### src/rtl/pent_pkg.sv
// Shared constants for Pentagon-style memory paging port blocks.
package pent_pkg;

    localparam int unsigned PAGE_BITS_MAX = 6;

    // Port decode: hit when (A & MASK) == VAL
    localparam logic [15:0] PORT_7FFD_MASK = 16'h8002;
    localparam logic [15:0] PORT_7FFD_VAL  = 16'h0000;
    localparam logic [15:0] PORT_EFF7_MASK = 16'hF008;
    localparam logic [15:0] PORT_EFF7_VAL  = 16'hE000;

    // Fixed RAM pages mapped into the 4000 and 8000 windows
    localparam logic [PAGE_BITS_MAX-1:0] PG_SCREEN0 = 6'd5;
    localparam logic [PAGE_BITS_MAX-1:0] PG_SCREEN1 = 6'd7;
    localparam logic [PAGE_BITS_MAX-1:0] PG_BANK2   = 6'd2;

    // Bit positions inside the 7FFD byte
    localparam int unsigned P_SCR_BIT  = 3;
    localparam int unsigned P_ROM_BIT  = 4;
    localparam int unsigned P_LOCK_BIT = 5;

    // Bit positions inside the EFF7 byte
    localparam int unsigned E_MODE_BIT = 2;
    localparam int unsigned E_RAM0_BIT = 3;

endpackage

### src/rtl/pent_io_wr_detect.sv
// Synchronises Z80 IORQ/WR/M1 and emits a one-clock pulse at the start of an I/O write.
module pent_io_wr_detect (
    input  logic clk,
    input  logic rst_n,
    input  logic iorq_n,
    input  logic wr_n,
    input  logic m1_n,
    output logic start_c
);

    logic [1:0] iorq_sync;
    logic [1:0] wr_sync;
    logic [1:0] m1_sync;
    logic [1:0] primed;
    logic       wr_act;
    logic       wr_act_q;

    // Write active once both strobes are low and this is not an interrupt acknowledge
    assign wr_act  = ~iorq_sync[1] & ~wr_sync[1] & m1_sync[1];
    assign start_c = wr_act & ~wr_act_q;

    // Two-flop synchronisers; edge history held high until the pipeline has refilled
    // after reset so a write already in progress at release is not seen as new.
    always_ff @(posedge clk) begin
        if (!rst_n) begin
            iorq_sync <= 2'b11;
            wr_sync   <= 2'b11;
            m1_sync   <= 2'b11;
            primed    <= 2'b00;
            wr_act_q  <= 1'b1;
        end else begin
            iorq_sync <= {iorq_sync[0], iorq_n};
            wr_sync   <= {wr_sync[0], wr_n};
            m1_sync   <= {m1_sync[0], m1_n};
            primed    <= {primed[0], 1'b1};
            wr_act_q  <= wr_act | ~primed[1];
        end
    end

endmodule

### src/rtl/pent_pager.sv
// 7FFD/EFF7 memory paging registers and upper RAM address generation.
module pent_pager
    import pent_pkg::*;
#(
    parameter int unsigned PAGE_BITS  = 6,
    parameter bit          EFF7_EN    = 1'b1,
    parameter bit          RESET_1024 = 1'b0
) (
    input  logic                 CLK_14MHZ,
    input  logic                 CPU_RESET,
    input  logic [15:0]          A,
    input  logic [7:0]           D,
    input  logic                 CPU_IORQ,
    input  logic                 CPU_WR,
    input  logic                 CPU_M1,
    output logic [PAGE_BITS-1:0] MA_HI,
    output logic                 IS_ROM,
    output logic                 ROM_A14,
    output logic                 SCR_SEL,
    output logic                 LOCKED,
    output logic                 MODE_1024,
    output logic                 WR_STB
);

    logic                     start_c;
    logic                     hit_7ffd;
    logic                     hit_eff7;
    logic [7:0]               p_q;
    logic                     e_mode_q;
    logic                     ram0_q;
    logic                     lock_q;
    logic                     wr_stb_q;
    logic                     ram0;
    logic [PAGE_BITS_MAX-1:0] page_full;
    logic [PAGE_BITS-1:0]     page;

    pent_io_wr_detect u_wr_detect (
        .clk     (CLK_14MHZ),
        .rst_n   (CPU_RESET),
        .iorq_n  (CPU_IORQ),
        .wr_n    (CPU_WR),
        .m1_n    (CPU_M1),
        .start_c (start_c)
    );

    assign hit_7ffd = ((A & PORT_7FFD_MASK) == PORT_7FFD_VAL);
    assign hit_eff7 = EFF7_EN & ((A & PORT_EFF7_MASK) == PORT_EFF7_VAL);

    assign MODE_1024 = EFF7_EN & ~e_mode_q;
    assign ram0      = EFF7_EN & ram0_q;
    assign LOCKED    = lock_q;
    assign ROM_A14   = p_q[P_ROM_BIT];
    assign SCR_SEL   = p_q[P_SCR_BIT];
    assign WR_STB    = wr_stb_q;

    // Port registers: 7FFD honours the lock, EFF7 always writes and entering 1024 mode unlocks
    always_ff @(posedge CLK_14MHZ) begin
        if (!CPU_RESET) begin
            p_q      <= 8'h00;
            e_mode_q <= ~RESET_1024;
            ram0_q   <= 1'b0;
            lock_q   <= 1'b0;
            wr_stb_q <= 1'b0;
        end else begin
            wr_stb_q <= 1'b0;
            if (start_c) begin
                if (hit_7ffd && !lock_q) begin
                    p_q      <= D;
                    wr_stb_q <= 1'b1;
                    if (D[P_LOCK_BIT] && !MODE_1024) begin
                        lock_q <= 1'b1;
                    end
                end else if (hit_eff7) begin
                    e_mode_q <= D[E_MODE_BIT];
                    ram0_q   <= D[E_RAM0_BIT];
                    wr_stb_q <= 1'b1;
                    if (!D[E_MODE_BIT]) begin
                        lock_q <= 1'b0;
                    end
                end
            end
        end
    end

    // Page number: full extended bits in 1024 mode, low three bits otherwise; p itself is kept
    always_comb begin
        page_full = {3'b000, p_q[2:0]};
        if (MODE_1024) begin
            page_full = {p_q[7], p_q[6], p_q[P_LOCK_BIT], p_q[2:0]};
        end
        page = page_full[PAGE_BITS-1:0];
    end

    // CPU address window to RAM page / ROM select
    always_comb begin
        MA_HI  = '0;
        IS_ROM = 1'b0;
        unique case (A[15:14])
            2'b00:   IS_ROM = ~ram0;
            2'b01:   MA_HI  = PAGE_BITS'(PG_SCREEN0);
            2'b10:   MA_HI  = PAGE_BITS'(PG_BANK2);
            default: MA_HI  = page;
        endcase
    end

endmodule

### config.mk
export PLATFORM = sky130hd
export DESIGN_NAME = pent_pager
export DESIGN_NICKNAME = d
export VERILOG_FILES = /design/src/rtl/pent_pkg.sv /design/src/rtl/pent_io_wr_detect.sv /design/src/rtl/pent_pager.sv
export SDC_FILE = /design/constraint.sdc
export NUM_CORES = 1
export LEC_CHECK = 0
export BUFFER_PORTS_ARGS = -buffer_cell sky130_fd_sc_hd__buf_2
export CAP_MARGIN = 30
export CORE_UTILIZATION = 44
export CTS_BUF_LIST = sky130_fd_sc_hd__clkbuf_16
export DETAILED_ROUTE_END_ITERATION = 10
export PLACE_DENSITY = 0.88
export RECOVER_POWER = 25
export SLEW_MARGIN = 20
export SYNTH_ARGS = -nofsm -noshare
export SYNTH_HDL_FRONTEND = slang
export SYNTH_SLANG_ARGS = --single-unit
### constraint.sdc
create_clock -name CLK_14MHZ -period 1.75 [get_ports CLK_14MHZ]
set_input_delay 0.0875 -clock CLK_14MHZ [delete_from_list [all_inputs] [get_ports CLK_14MHZ]]
set_output_delay 0.0875 -clock CLK_14MHZ [all_outputs]
set_load 0.01 [all_outputs]
== Word level (Yosys, flattened, before mapping) ==
Cells that the tools add are included.
Word-level totals
  bits in registers: 21
  input bits: 29
  output and inout port bits: 12
  word-level logic and storage cells: 47
Operators by class
  multiplexer cells: 10
  reductions and logical operators: 10
  equal/unequal tests: 5
  bitwise operators: 11
Operator list (count)
  $pmux 6 s3: 1
  $logic_not 16->1: 1
  $mux 1: 8
  $not 1->1: 7
  $mux 6: 1
  $eq 5x5->1 const B: 1
  $ne 2x1->1 const B: 2
  $reduce_and 2->1: 2
  $reduce_and 4->1: 1
  $and 1x1->1: 3
  $reduce_and 3->1: 1
  $eq 2x1->1 const B: 1
  $eq 2x2->1 const B: 1
  $logic_and 1x1->1: 2
  $logic_not 2->1: 1
  $reduce_bool 2->1: 1
  $logic_not 1->1: 1
  $or 1x1->1: 1

== Depth between registers and ports, before layout ==
  word-level depth: 5
  depth in mapped cells: 4
  mapped depth without buffers: 3

== Hierarchy ==
From an unflattened synthesis, not the netlist that was laid out.
Second synthesis, totals
  cells, all modules: 87
  area, all modules: 824.5 um2
Modules (own cells, without submodules)
  pent_pager: instances 1, seq. area each 240.2 um2, cells an instance 68, area an instance 583.1 um2
  pent_io_wr_detect: instances 1, seq. area each 180.2 um2, cells an instance 19, area an instance 241.5 um2

== Worst setup path after synthesis ==
OpenSTA, ideal clock, no wires.
  kind: register to register
  from: reg u_wr_detect.wr_sync[1]
  to: reg lock_q (netlist: LOCKED)
  cell stages (with the launch flop): 5
  arrival time: 1.291 ns
  required time: 1.691 ns
  buffers on the path: 1
  path slack: 0.400 ns
  clock period less this slack: 1.350 ns
  setup time: 0.059 ns
  path through: dfxtp_1 or4b_4 buf_6 o31ai_4 a31o_1
Between the ends
  word-level cells in the longest chain between the ends: 5
RTL lines
  start: declaration: RTL line pent_io_wr_detect.sv:12  | logic [1:0] wr_sync;
  start signal: assignment: RTL line pent_io_wr_detect.sv:33  | wr_sync <= {wr_sync[0], wr_n};
  $not 1->1: RTL line pent_io_wr_detect.sv:19  | assign wr_act = ~iorq_sync[1] & ~wr_sync[1] & m1_sync[1];
  $and 1x1->1 (2 in a row): RTL line pent_io_wr_detect.sv:19
  $and 1x1->1: RTL line pent_io_wr_detect.sv:20  | assign start_c = wr_act & ~wr_act_q;
  $reduce_and 4->1 (no line)
  end signal: assignment: RTL line pent_pager.sv:62  | lock_q <= 1'b0;
  end signal: assignment: RTL line pent_pager.sv:71  | lock_q <= 1'b1;
  end signal: assignment: RTL line pent_pager.sv:78  | lock_q <= 1'b0;
  end: declaration: RTL line pent_pager.sv:31  | logic lock_q;
Every way passes these cells.
A chain may end at the register's enable or synchronous reset.

== Worst setup path after layout ==
Same ends and word-level chain as after synthesis.

==> flow_metrics.py <==
metrics = {
    "timing": {
        "maxSlewHeadroom_pct": 41.5,
        "slew_viol_final": 0,
        "rsz0062_at_grt": "no",
        "fin_crit_sh_pct": 80.0,
        "hold_viol_final": 0,
        "setup_tns_ns": 0,
        "setup_ws_ns": 0.351,
        "fin_worst_skew_ns": 0.00104,
        "setup_viol": 0,
        "tightest_slew_ns": 0.877,
        "layout_min_cycle_time_ns": 1.40,
        "fmax_mhz": 715,
        "hold_ws_ns": 0.0168,
    },
    "hold_path": {
        "holdPathStages": 2,
        "hold_class": "in2reg",
    },
    "placement": {
        "place_ws_ns": 0.374,
        "dpl_cell_area_sq_um": 1040,
        "dp_hpwl_mm": 1.30,
        "io_buffers": 30,
        "numPlacedInstances": 142,
        "gp_congestion": 0.750,
    },
    "final_layout": {
        "nNetsFinal": 151,
        "final_cell_mix": "29 x buf_2, 21 x dfxtp_1, 11 x nand3_1, 8 x o21ai_0, 8 x a21boi_1",
        "syn_to_final_growth_pct": 27.4,
        "antennaDiodeCount": 0,
        "fin_cells": 146,
        "nFillCells": 158,
        "utilization_pct": 62.3,
        "multi_input_area_sq_um": 419,
        "drive_gt1_share_pct": 32.2,
        "seqCellArea_sq_um": 420,
        "final_common_cell": "buf_2",
        "design_area_sq_um": 1120,
    },
    "logic_synthesis": {
        "async_flop_share_pct": 0,
        "synth_area_leaders": "dfxtp_1 48%, a21boi_1 6.8%, nand3_1 6.3%",
        "synth_edf_count": 0,
        "yosysSeqAreaShare_pct": 47.7,
        "synth_cells": 90,
        "synth_compound_area_share_pct": 17.9,
        "syn_avg_cell_area_sq_um": 9.79,
        "synthSimpleGateAreaFrac_pct": 27.4,
        "synth_nets": 119,
        "synth_xor_area_share_pct": 0,
        "synth.area.mux_share_pct": 2.27,
        "ys_ff_latch": 21,
        "yosysUniqueCellTypes": 26,
        "synthFlopType": "dfxtp_1",
        "yosysWarnings": 0,
        "synth_top_family_by_area": "simple AND/OR/NAND/NOR gates",
        "syn_area_sq_um": 881,
        "synth.largest_area_cell": "dfxtp_1",
        "synth_top_area_share_pct": 47.7,
        "synthAdderAreaFrac_pct": 0,
    },
    "drt": {
        "vias_per_cell": 5.20,
        "antenna_left": 0,
        "drt_pass1_iterations": 4,
        "routedWlPerCell_um": 12.7,
        "vias": 759,
        "drt_iter0_markers": 16,
        "drc": 0,
        "routed_wl_mm": 1.85,
    },
    "global_routing": {
        "grt_usage_pct": 19.0,
        "grt_first_pass_wirelength_mm": 2.95,
        "grt_start_max_net_pins": 26,
        "top_usage_layer": "met2",
        "use_met3_pct": 3.46,
        "grt_pass1_vias": 711,
        "grt_util_met1_pct": 19.3,
        "grt-ovfl-total": 0,
        "antenna_found_initial": 0,
        "grt_use_met2_pct": 39.7,
    },
    "worst_setup_path": {
        "worstSetupPathType": "reg2reg",
        "crit_path_end_kind": "flip-flop",
        "crit_path_max_fanout": 9,
        "cp-start-kind": "flip-flop",
        "worst-r2r-cell-count": 3,
        "worstPathRequired_ns": 1.94,
        "arrival_ns": 1.59,
    },
    "cts": {
        "cts_buffers": 3,
        "cts_sinks": 21,
        "hold_buffers": 0,
        "htreeDepth": 1,
        "clock_latency_ns": 0.25,
        "clk_path_buf_depth": 2,
        "cts_tree": "done",
        "cts-resized-gates": 0,
        "clock_tree.root_cell": "clkbuf_16",
        "cts_setup_buffers": 0,
        "cts.clk_slew.worst_paths_ns": 0.05,
    },
    "die": {
        "initial_core_util_pct": 48.9,
        "rows": 15,
        "die_y_um": 46.7,
        "core_area_sq_um": 1800,
        "die_x_um": 46.7,
        "die_area_sq_um": 2180,
        "io-pin-count": 41,
    },
    "job": {
        "cap_violations": 0,
    },
    "run_status": {
        "status": "completed",
    },
    "pwr": {
        "p_leak_nw": 0.494,
        "finalPower_mw": 1.03,
        "p_per_area_nw_per_um2": 916,
        "ir_drop_mv": 0.556,
    },
}
layout make-up:
| class | count | area share, % |
|---|---|---|
| Clock inverter | 1 | 0.446 |
| Multi-Input combinational cell | 61 | 37.3 |
| Inverter | 4 | 1.34 |
| Clock buffer | 3 | 6.69 |
| Timing Repair Buffer | 31 | 13.9 |
| Tap cell | 25 | 2.79 |
| Sequential cell | 21 | 37.5 |
routing by layer:
layer | part of all wire (%) | wire length (um)
met4 | 0 | 0
met2 | 55 | 1020
met1 | 41 | 762
met5 | 0 | 0
met3 | 3.7 | 69
power breakdown:
part | total (mW) | leakage (nW) | switching, mW | internal [mW]
registers | 0.494 | 0.171 | 0.00545 | 0.488
logic | 0.0672 | 0.282 | 0.0354 | 0.0317
clock network | 0.468 | 0.0409 | 0.162 | 0.306
cell families after synthesis:
family	Yosys count
compound gates	22
buf+inv	8
flops	21
mux	2
simple gates	37
cells in the mapped netlist (2+ instances only):
cell type  count
nor3b_1        3
nand2_1        5
nand2b_1       6
mux2i_1        2
inv_1          4
nand3_1       11
a21boi_0       3
o21ai_0        8
dfxtp_1       21
nor2b_1        2
clkbuf_1       2
a21boi_1       8
nor2_1         2
worst max-delay path: stages, from the launching register on:
cell and delay [ns]:
dfxtp_1 0.35, or4b_4 0.63, o31ai_4 0.25, a31o_1 0.12
path summary, 6_finish.rpt:
kind                                             start                     end  slack [ns]
worst max-delay path            u_wr_detect.wr_sync[1]                  LOCKED        0.35
worst min-delay path                            CPU_WR  u_wr_detect.wr_sync[0]        0.02
worst max register to register  u_wr_detect.wr_sync[1]                  LOCKED        0.35
worst min register to register   u_wr_detect.primed[1]    u_wr_detect.wr_act_q        0.39
state kept, by name, summed over array words and instances (netlist names):
signal and cells:
u_wr_detect.primed 2, e_mode_q 1, u_wr_detect.wr_sync 2, u_wr_detect.iorq_sync 2, LOCKED 1, u_wr_detect.m1_sync 2, WR_STB 1, u_wr_detect.wr_act_q 1
ram0 1, p_q 8
(Power assumes the default switching activity.)
